--- src/rtl/segment_frame_packer.sv ---
// Buffers combined segment words in a small FIFO and streams them out as frames of
// SEG_PER_FRAME data words followed by a 32-bit additive checksum word.
module segment_frame_packer #(
  parameter int unsigned DATA_W        = 32,
  parameter int unsigned SEG_PER_FRAME = 8,
  parameter int unsigned FIFO_DEPTH    = 4
) (
  input  logic              clk,
  input  logic              reset,
  input  logic [DATA_W-1:0] seg_in,
  input  logic              seg_in_valid,
  output logic              seg_in_ready,
  output logic [DATA_W-1:0] out_data,
  output logic              out_valid,
  input  logic              out_ready,
  output logic              out_last,
  output logic              out_is_csum,
  output logic [15:0]       frame_count,
  output logic              overflow_err
);

  localparam int unsigned AW = $clog2(FIFO_DEPTH);
  localparam int unsigned CW = $clog2(SEG_PER_FRAME + 1);
  localparam logic [AW:0]   FULL_CNT  = (AW + 1)'(FIFO_DEPTH);
  localparam logic [CW-1:0] LAST_WORD = CW'(SEG_PER_FRAME - 1);

  typedef enum logic {ST_DATA, ST_CSUM} state_t;

  state_t            state;
  logic [DATA_W-1:0] mem [FIFO_DEPTH];
  logic [AW-1:0]     wr_ptr;
  logic [AW-1:0]     rd_ptr;
  logic [AW:0]       count;
  logic [DATA_W-1:0] acc;
  logic [CW-1:0]     word_cnt;
  logic [DATA_W-1:0] fifo_head;
  logic              fifo_full;
  logic              fifo_empty;
  logic              load_en;
  logic              push;
  logic              pop;

  // Push is judged on the start-of-cycle count, so a full FIFO drops even when popped.
  always_comb begin
    fifo_full    = (count == FULL_CNT);
    fifo_empty   = (count == '0);
    fifo_head    = mem[rd_ptr];
    load_en      = !out_valid || out_ready;
    push         = seg_in_valid && !fifo_full;
    pop          = load_en && (state == ST_DATA) && !fifo_empty;
    seg_in_ready = !fifo_full;
  end

  always_ff @(posedge clk) begin
    if (reset) begin
      state        <= ST_DATA;
      wr_ptr       <= '0;
      rd_ptr       <= '0;
      count        <= '0;
      acc          <= '0;
      word_cnt     <= '0;
      out_data     <= '0;
      out_valid    <= 1'b0;
      out_last     <= 1'b0;
      out_is_csum  <= 1'b0;
      frame_count  <= '0;
      overflow_err <= 1'b0;
    end else begin
      if (push) begin
        mem[wr_ptr] <= seg_in;
        wr_ptr      <= wr_ptr + 1'b1;
      end
      if (pop) begin
        rd_ptr <= rd_ptr + 1'b1;
      end
      case ({push, pop})
        2'b10:   count <= count + 1'b1;
        2'b01:   count <= count - 1'b1;
        default: count <= count;
      endcase

      if (seg_in_valid && fifo_full) begin
        overflow_err <= 1'b1;
      end
      if (out_valid && out_ready && out_is_csum) begin
        frame_count <= frame_count + 16'd1;
      end

      if (load_en) begin
        case (state)
          ST_DATA: begin
            if (!fifo_empty) begin
              out_data    <= fifo_head;
              out_valid   <= 1'b1;
              out_last    <= 1'b0;
              out_is_csum <= 1'b0;
              acc         <= acc + fifo_head;
              word_cnt    <= word_cnt + 1'b1;
              if (word_cnt == LAST_WORD) begin
                state <= ST_CSUM;
              end
            end else begin
              out_valid   <= 1'b0;
              out_last    <= 1'b0;
              out_is_csum <= 1'b0;
            end
          end
          ST_CSUM: begin
            out_data    <= acc;
            out_valid   <= 1'b1;
            out_last    <= 1'b1;
            out_is_csum <= 1'b1;
            acc         <= '0;
            word_cnt    <= '0;
            state       <= ST_DATA;
          end
          default: state <= ST_DATA;
        endcase
      end
    end
  end

endmodule

--- config.mk ---
export PLATFORM = sky130hd
export DESIGN_NAME = segment_frame_packer
export DESIGN_NICKNAME = d
export VERILOG_FILES = /design/src/rtl/segment_frame_packer.sv
export SDC_FILE = /design/constraint.sdc
export NUM_CORES = 1
export LEC_CHECK = 0
export ABC_AREA = 1
export BUFFER_PORTS_ARGS = -buffer_cell sky130_fd_sc_hd__clkbuf_2
export CAP_MARGIN = 30
export CELL_PAD_IN_SITES_DETAIL_PLACEMENT = 1
export CELL_PAD_IN_SITES_GLOBAL_PLACEMENT = 1
export CORE_MARGIN = 2
export CORE_UTILIZATION = 40
export CTS_CLUSTER_SIZE = 24
export DETAILED_ROUTE_END_ITERATION = 16
export GPL_ROUTABILITY_DRIVEN = 0
export HOLD_SLACK_MARGIN = 0.12
export PLACE_DENSITY_LB_ADDON = 0.08
export SLEW_MARGIN = 15
export SYNTH_ARGS = -nofsm -noshare
export SYNTH_HDL_FRONTEND = slang
export SYNTH_SLANG_ARGS = --single-unit
--- constraint.sdc ---
create_clock -name clk -period 4.05 [get_ports clk]
set_clock_uncertainty 0.1 [all_clocks]
set_input_delay 0.6075 -clock clk [delete_from_list [all_inputs] [get_ports clk]]
set_output_delay 0.6075 -clock clk [all_outputs]
set_load 0.005 [all_outputs]
==> results of run 1 <==
==> per-stage QoR <==
step                      cells  cell area, um^2
after global placement     1773            11900
after global routing       1823            12800
after detailed placement   1773            11900
after floorplan            1345            11100
final                      1823            12800
after CTS                  1823            12800
==> per-layer routing <==
metal	vias to the layer above	share of wire [%]
met2	118	45
met5	-	0
met1	4507	49
met4	0	1.7
met3	38	4.3
li1	4615	-
==> cells in the final DEF (no fill, tap or decap), drive strengths merged <==
cell,instances
nand2,349
inv,185
edfxtp,128
clkbuf,127
a21oi,125
nor2,116
dfxtp,97
o21ai,90
nand3,65
ha,38
o211ai,33
o22ai,31
buf,13
nand4,7
nor3,6
clkinv,6
or2,5
o21a,4
nand3b,4
xor2,3
o21bai,3
clkinvlp,3
fa,2
and3,1
a211oi,1
a21o,1
a31oi,1
bufinv,1
==> final timing paths <==
kind / depth (start not counted) / slack [ns] / endpoint
worst min register to register: 2 / 0.36 / overflow_err
worst max-delay path: 16 / 0.65 / acc[16]
worst max register to register: 16 / 0.65 / acc[16]
worst min-delay path: 1 / 0.17 / mem[3][16]
==> cells by family (layout without fill, tap and decap cells) <==
logic type / Yosys count / after routing / synth area share [%]
xor+xnor: 3 / 3 / 0.236
compound gates: 289 / 289 / 14.5
flops: 225 / 225 / 52.0
fa+ha+maj: 40 / 40 / 4.63
buf+inv: 235 / 335 / 8.41
simple gates: 553 / 553 / 20.2
==> state kept, by name, indices dropped and copies added, names as in the netlist, named ones only <==
register      count
count             3
wr_ptr            2
rd_ptr            2
state             1
overflow_err      1
frame_count      16
out_data         32
word_cnt          4
mem             128
out_valid         1
acc              32
out_is_csum       1
==> layout make-up <==
class	instances	area [um^2]
Sequential cell	225	5790
Clock buffer	39	782
Inverter	184	693
Multi-Input combinational cell	885	4420
Tap cell	378	473
Timing Repair Buffer	101	551
Clock inverter	11	101
Fill cell	3272	14700
==> power breakdown <==
group	switching (W)	leakage, nW	internal (W)
registers	0.000250	1.96	0.00277
clock network	0.000998	0.421	0.00141
logic	0.00325	3.34	0.00147
total	0.00450	5.72	0.00565
==> flow_summary.json, run 1 <==
{
  "ir_worst_vdd_uv": 398,
  "tightest_slew_ns": 0.909,
  "cpLargestDelayFamily": "buffers and inverters",
  "synth_enable_flop_cells": 128,
  "busiest_layer": "met2",
  "dr.pass1.iters": 4,
  "critPathLaunchType": "flip-flop",
  "gr-total-overflow": 0,
  "grt_pass1_vias": 9363,
  "clk_pin_slew_ns": 0.06,
  "drtIter0Drc": 521,
  "maxCapViolations": 0,
  "design.core.area_um2": 27600,
  "max_freq_ghz": 0.294,
  "drive_above_1_share_pct": 11.8,
  "clk-insertion-delay-late_ns": 0.56,
  "crit_slowest_cell": "inv_4",
  "grt_max_degree": 65,
  "cts_tree": "done",
  "port_buffers": 88,
  "leakage_nw": 5.72,
  "ys.warnings.count": 0,
  "cp.arrival_ns": 3.72,
  "ctsResizeCount": 0,
  "hold_viol": 0,
  "vias_per_cell": 5.09,
  "synth-async-reset-ratio_pct": 0,
  "max_slew_margin_pct": 39.2,
  "yosysSeqAreaShare_pct": 52.0,
  "setup_ws_ns": 0.645,
  "drtAntennaViolNets": 0,
  "antenna_found_initial": 0,
  "slowest_delay_ns": 0.50,
  "htree_levels": 1,
  "yosys-top-cells-area": "edfxtp_1 35%, dfxtp_1 17%, nand2_1 12%",
  "ys_ff_latch": 225,
  "dieHeight_um": 171,
  "dpl.hpwl_mm": 23.1,
  "yosys.cell_types.count": 39,
  "synth_largest_area_cell": "edfxtp_1",
  "drcViolationCount": 0,
  "crit_chain": "inv_4 -> o21ai_0 -> o22ai_1 -> ha_1 -> inv_1 -> fa_1 -> inv_1 -> nand3_1 -> nand3_1 -> nand2_1 -> nand2_1 -> inv_1 -> o21ai_0 -> nand2_1 -> nand3_1 -> a21oi_1",
  "crit_buf_inv": 4,
  "finalSetupViolations": 0,
  "holdWs_ns": 0.167,
  "grt_use_met1_pct": 33.1,
  "hold_path.class": "primary input to flip-flop",
  "initial_utilization_pct": 40.4,
  "tns_ns": 0,
  "area_delta_synth_final_pct": 15.1,
  "cp.required_ns": 4.37,
  "crit_type": "flip-flop to flip-flop",
  "rows": 61,
  "die_area_um2": 29200,
  "finalPower_w": 0.0102,
  "cts.path.max_buffers": 3,
  "cts_setup_buffers": 0,
  "avgSynthCellArea_um2": 8.27,
  "met3_usage_pct": 3.22,
  "final_util_pct": 46.5,
  "synthFlopType": "edfxtp_1",
  "synthCells": 1345,
  "diodes": 0,
  "path_max_fanout": 64,
  "synth_top_area_share_pct": 34.6,
  "min_period_ns": 3.40,
  "cts_buffers": 27,
  "cp-end-kind": "flip-flop",
  "track_usage_pct": 22.8,
  "met2_usage_pct": 36.5,
  "power.density_nw_per_um2": 793,
  "clock_sink_count": 225,
  "grt_pass1_wl_mm": 51.5,
  "hp-start": "seg_in[16]",
  "rsz0062_at_grt": "no",
  "synth_common_cells": "345 x nand2_1, 175 x inv_1, 128 x edfxtp_1",
  "syn_nets": 1421,
  "die-width_um": 171,
  "top_level_ports": 89,
  "status": "finished, final reports clean",
  "maxSlewViolCount": 0,
  "drt_wl_total_mm": 32.9,
  "hold_buffers": 0,
  "cts-root-buf": "clkbuf_16",
  "wl_per_cell_um": 18.0,
  "synthesis.area_um2": 11100,
  "period_share_pct": 84.1,
  "synth_most_common_cell": "nand2_1",
  "pre_cts_slack_ns": 0.648,
  "vias": 9278,
  "fin_nets": 1500
}
Power figures use the tool's default switching activity.
==> run 2: changes to the inputs <==
==> constraint.sdc (replaced) <==
create_clock -name clk -period 3.1 [get_ports clk]
set_clock_uncertainty 0.1 [all_clocks]
set_input_delay 0.465 -clock clk [delete_from_list [all_inputs] [get_ports clk]]
set_output_delay 0.465 -clock clk [all_outputs]
set_load 0.005 [all_outputs]
==> flow_summary.json, run 2 (synthesis gave the netlist of run 1 again) <==
{
  "status": "finished, final reports clean",
  "cts_buffers": 26,
  "maxSlewViolCount": 0,
  "dpl.hpwl_mm": 23.3,
  "port_buffers": 88,
  "cts.path.max_buffers": 3,
  "reg2reg_slack_ns": 0.22,
  "power.density_nw_per_um2": 1010,
  "die-width_um": 171,
  "drive_above_1_share_pct": 13.0,
  "crit_type": "flip-flop to flip-flop",
  "wl_per_cell_um": 17.8,
  "clock_sink_count": 225,
  "slowest_delay_ns": 0.40,
  "cts_setup_buffers": 0,
  "max_slew_margin_pct": 55.2,
  "period_share_pct": 93.0,
  "design.core.area_um2": 27600,
  "tns_ns": 0,
  "largest-register": "mem",
  "vias": 9458,
  "top_regs": "mem: 128 flops, acc: 32 flops, out_data: 32 flops",
  "diodes": 0,
  "drcViolationCount": 0,
  "initial_utilization_pct": 40.4,
  "hold_viol": 0,
  "leakage_nw": 5.95,
  "final_util_pct": 48.3,
  "tightest_slew_ns": 0.672,
  "cp.required_ns": 3.41,
  "drtIter0Drc": 453,
  "rows": 61,
  "cpMostUsedCell": "nand2_1",
  "fin_nets": 1548,
  "final_common_cell": "nand2_1",
  "area_delta_synth_final_pct": 19.6,
  "pre_cts_slack_ns": 0.125,
  "rsz0062_at_grt": "no",
  "finalPower_w": 0.0134,
  "cp.arrival_ns": 3.20,
  "grt_max_degree": 49,
  "htree_levels": 1,
  "cts_tree": "done",
  "hold_path.class": "flip-flop to flip-flop",
  "die_area_um2": 29200,
  "cts-root-buf": "clkbuf_16",
  "gr-total-overflow": 0,
  "multi_input_area_um2": 4460,
  "crit_buf_inv": 3,
  "setup_ws_ns": 0.218,
  "clk_pin_slew_ns": 0.07,
  "ir_worst_vdd_uv": 482,
  "drtAntennaViolNets": 0,
  "finalSetupViolations": 0,
  "holdWs_ns": 0.354,
  "grt_pass1_vias": 9554,
  "max_freq_ghz": 0.347,
  "track_usage_pct": 23.1,
  "top_level_ports": 89,
  "seq_area_um2": 5790,
  "clk-insertion-delay-late_ns": 0.56,
  "cp-end-kind": "flip-flop",
  "antenna_found_initial": 0,
  "crit_slowest_cell": "ha_1",
  "maxCapViolations": 0,
  "critPathLaunchType": "flip-flop",
  "grt_pass1_wl_mm": 52.3,
  "mostFrequentLayoutCells": "344 x nand2_1, 174 x inv_1, 128 x edfxtp_1, 125 x a21oi_1, 108 x nor2_1",
  "dr.pass1.iters": 4,
  "path_max_fanout": 20,
  "crit_chain": "inv_4 -> buf_12 -> o21ai_0 -> o22ai_1 -> ha_1 -> nand2_1 -> inv_1 -> nand3_1 -> nand2_1 -> nand2_1 -> nand2_1 -> or2_2 -> nand3_1 -> a21oi_1",
  "dieHeight_um": 171,
  "min_period_ns": 2.88,
  "cpLargestDelayFamily": "simple AND/OR/NAND/NOR gates",
  "vias_per_cell": 5.06,
  "fill_cells": 3304,
  "drt_wl_total_mm": 33.4,
  "largest_register_ffs": 128
}
==> run 2: cell count changes in the layout (fill, tap and decap cells not counted), sizes merged <==
cell / delta
clkbuf: +3
buf: +15
clkinvlp: -3
clkinv: -1
inv: -1
dlygate4sd3: +34
==> run 2: per-layer routing <==
metal | up-vias | wire, um | GRT usage (%)
met5 | - | 0 | 0
met4 | 0 | 575 | 4.38
met3 | 35 | 1220 | 3.35
met2 | 120 | 15200 | 37.4
met1 | 4587 | 16400 | 33.3
li1 | 4716 | - | -
==> run 2: repair_timing <==
item	4_1_cts	5_1_grt
endpoints found under the setup margin	0	6
endpoints found under the hold margin	130	0
gates resized for setup	0	11
hold buffers	34	0
==> run 2: per-stage QoR <==
step | cells | instance area (um^2)
5_1_grt | 1870 | 13300
3_3_place_gp | 1788 | 12100
2_1_floorplan | 1345 | 11100
4_1_cts | 1870 | 13300
6_report | 1870 | 13300
3_5_place_dp | 1788 | 12100
==> run 2: worst paths after layout <==
kind                start            to  cells past startpoint
max             flip-flop       acc[13]                     14
min          overflow_err  overflow_err                      2
max reg2reg     flip-flop       acc[13]                     14
min reg2reg  overflow_err  overflow_err                      2
==> run 2: worst register-to-register path, stage by stage, from the launching register on <==
cell and delay, ns:
dfxtp_2 0.36, inv_4 0.20, buf_12 0.19, o21ai_0 0.08
o22ai_1 0.38, ha_1 0.40, nand2_1 0.17, inv_1 0.08
nand3_1 0.08, nand2_1 0.09, nand2_1 0.08, nand2_1 0.12
or2_2 0.29, nand3_1 0.07, a21oi_1 0.06
==> run 2: cell type report <==
| cell class | count | share of cell area, % |
|---|---|---|
| multi-input combinational | 885 | 33.5 |
| tap | 378 | 3.56 |
| clock buffer | 42 | 5.72 |
| sequential | 225 | 43.5 |
| clock inverter | 6 | 0.602 |
| inverter | 184 | 5.21 |
| timing repair buffer | 150 | 7.86 |
==> run 2: power by group <==
group	switching [W]	leakage [nW]	internal, W
Sequential	0.000315	1.96	0.00362
Clock	0.00126	0.411	0.00176
Combinational	0.00432	3.58	0.00214
Total	0.00589	5.95	0.00752
==> run 3: changes to the inputs <==
==> constraint.sdc (replaced) <==
create_clock -name clk -period 3.1 [get_ports clk]
set_clock_uncertainty 0.1 [all_clocks]
set_input_delay 0.62 -clock clk [delete_from_list [all_inputs] [get_ports clk]]
set_output_delay 0.62 -clock clk [all_outputs]
set_load 0.005 [all_outputs]
==> flow_summary.json, run 3 (synthesis gave the netlist of run 1 again) <==
{
  "min_period_ns": 2.90,
  "clk-insertion-delay-late_ns": 0.56,
  "design.core.area_um2": 27600,
  "rsz0062_at_grt": "no",
  "diodes": 0,
  "clk_pin_slew_ns": 0.06,
  "top_regs": "mem: 128 flops, acc: 32 flops, out_data: 32 flops",
  "top_level_ports": 89,
  "leakage_nw": 5.83,
  "dr.pass1.iters": 4,
  "met2_usage_pct": 37.4,
  "holdWs_ns": 0.198,
  "cts_setup_buffers": 0,
  "die-width_um": 171,
  "fin_nets": 1515,
  "wl_per_cell_um": 18.0,
  "dieHeight_um": 171,
  "track_usage_pct": 22.8,
  "placed_cells": 1788,
  "cts-root-buf": "clkbuf_16",
  "final_common_cell": "nand2_1",
  "tns_ns": 0,
  "crit_chain": "buf_4 -> o21ai_0 -> o22ai_1 -> ha_1 -> nand2_1 -> inv_2 -> nand2_1 -> inv_1 -> a21oi_1 -> nand2_1 -> or2_2 -> nand3_1 -> a21oi_1",
  "port_buffers": 88,
  "crit_type": "flip-flop to flip-flop",
  "htree_levels": 1,
  "cts_buffers": 27,
  "cpMostUsedCell": "nand2_1",
  "path_max_fanout": 17,
  "cp.required_ns": 3.41,
  "drtAntennaViolNets": 0,
  "tightest_slew_ns": 0.735,
  "critPathLaunchType": "flip-flop",
  "drcViolationCount": 0,
  "final_util_pct": 47.2,
  "die_area_um2": 29200,
  "drive_above_1_share_pct": 13.2,
  "hold_path.class": "primary input to flip-flop",
  "cp.arrival_ns": 3.20,
  "max_slew_margin_pct": 50.8,
  "vias": 9331,
  "slowest_delay_ns": 0.41,
  "final_cells": 1835,
  "rows": 61,
  "hold_viol": 0,
  "area_delta_synth_final_pct": 16.9,
  "clock_sink_count": 225,
  "vias_per_cell": 5.09,
  "mostFrequentLayoutCells": "344 x nand2_1, 174 x inv_1, 128 x edfxtp_1, 125 x a21oi_1, 109 x nor2_1",
  "drt_wl_total_mm": 32.9,
  "gr-total-overflow": 0,
  "max_freq_ghz": 0.345,
  "cts.path.max_buffers": 3,
  "drtIter0Drc": 589,
  "pre_cts_slack_ns": 0.141,
  "hold_buffers": 0,
  "grt_use_met1_pct": 32.8,
  "maxSlewViolCount": 0,
  "antenna_found_initial": 0,
  "ir_worst_vdd_uv": 605,
  "crit_slowest_cell": "o22ai_1",
  "fill_cells": 3286,
  "grt_max_degree": 49,
  "maxCapViolations": 0,
  "finalSetupViolations": 0,
  "met3_usage_pct": 2.64,
  "dpl.hpwl_mm": 23.6,
  "period_share_pct": 93.4,
  "busiest_layer": "met2",
  "status": "finished, final reports clean",
  "setup_ws_ns": 0.204,
  "largest-register": "mem",
  "largest_register_ffs": 128,
  "grt_pass1_vias": 9475,
  "grt_pass1_wl_mm": 51.6,
  "cts_tree": "done",
  "power.density_nw_per_um2": 1040,
  "initial_utilization_pct": 40.4,
  "cp-end-kind": "flip-flop"
}
run 3: changes by cell type in the layout (fill, tap and decap cells not counted), sizes merged:
cell and change:
inv +1, clkinv +3, clkinvlp +2, clkbuf -10, bufinv +3, dlygate4sd3 -34
run 3: what timing repair did:
item | CTS | global route
hold endpoints to repair | 0 | 0
resized for setup | 0 | 7
setup endpoints to repair | 0 | 6
run 3: worst paths after layout:
kind / startpoint / end / slack (ns) / cells past startpoint
setup / recovery: flip-flop / acc[13] / 0.20 / 13
hold / removal: seg_in[28] / mem[3][28] / 0.20 / 1
setup reg to reg: flip-flop / acc[13] / 0.20 / 13
hold reg to reg: overflow_err / overflow_err / 0.35 / 2
run 3: stage by stage:
stage | cell area (um^2) | total power (W)
finish | 13000 | 0.0136
global route | 13000 | 0.0146
CTS | 13000 | 0.0136
detailed placement | 12100 | 0.0103
global placement | 12100 | 0.0102
floorplan | 11100 | 0.00820
run 3: worst max-delay path, delay by kind of cell (launching register included):
kind | cells | cell delay (ns)
compound gates | 4 | 0.75
simple gates | 5 | 0.75
flops | 1 | 0.40
fa+ha+maj | 1 | 0.38
buf+inv | 3 | 0.37
run 3: routing by layer:
layer	routed length (um)	part of all wire [%]	vias up
li1	-	-	4649
met1	16500	50	4540
met2	15100	46	111
met3	909	2.8	31
met4	421	1.3	0
met5	0	0	-
run 3: final cells by class:
cell class	instances	area, um^2	area share, %
clock buffers	32	714	5.50
inverters	184	693	5.33
well taps	378	473	3.64
multi-input cells	885	4440	34.1
repair buffers	116	704	5.42
flip-flops and latches	225	5790	44.5
clock inverters	15	191	1.47
run 3: where the power goes:
part	internal (W)	switching, W
logic	0.00210	0.00431
clock network	0.00197	0.00127
registers	0.00362	0.000310
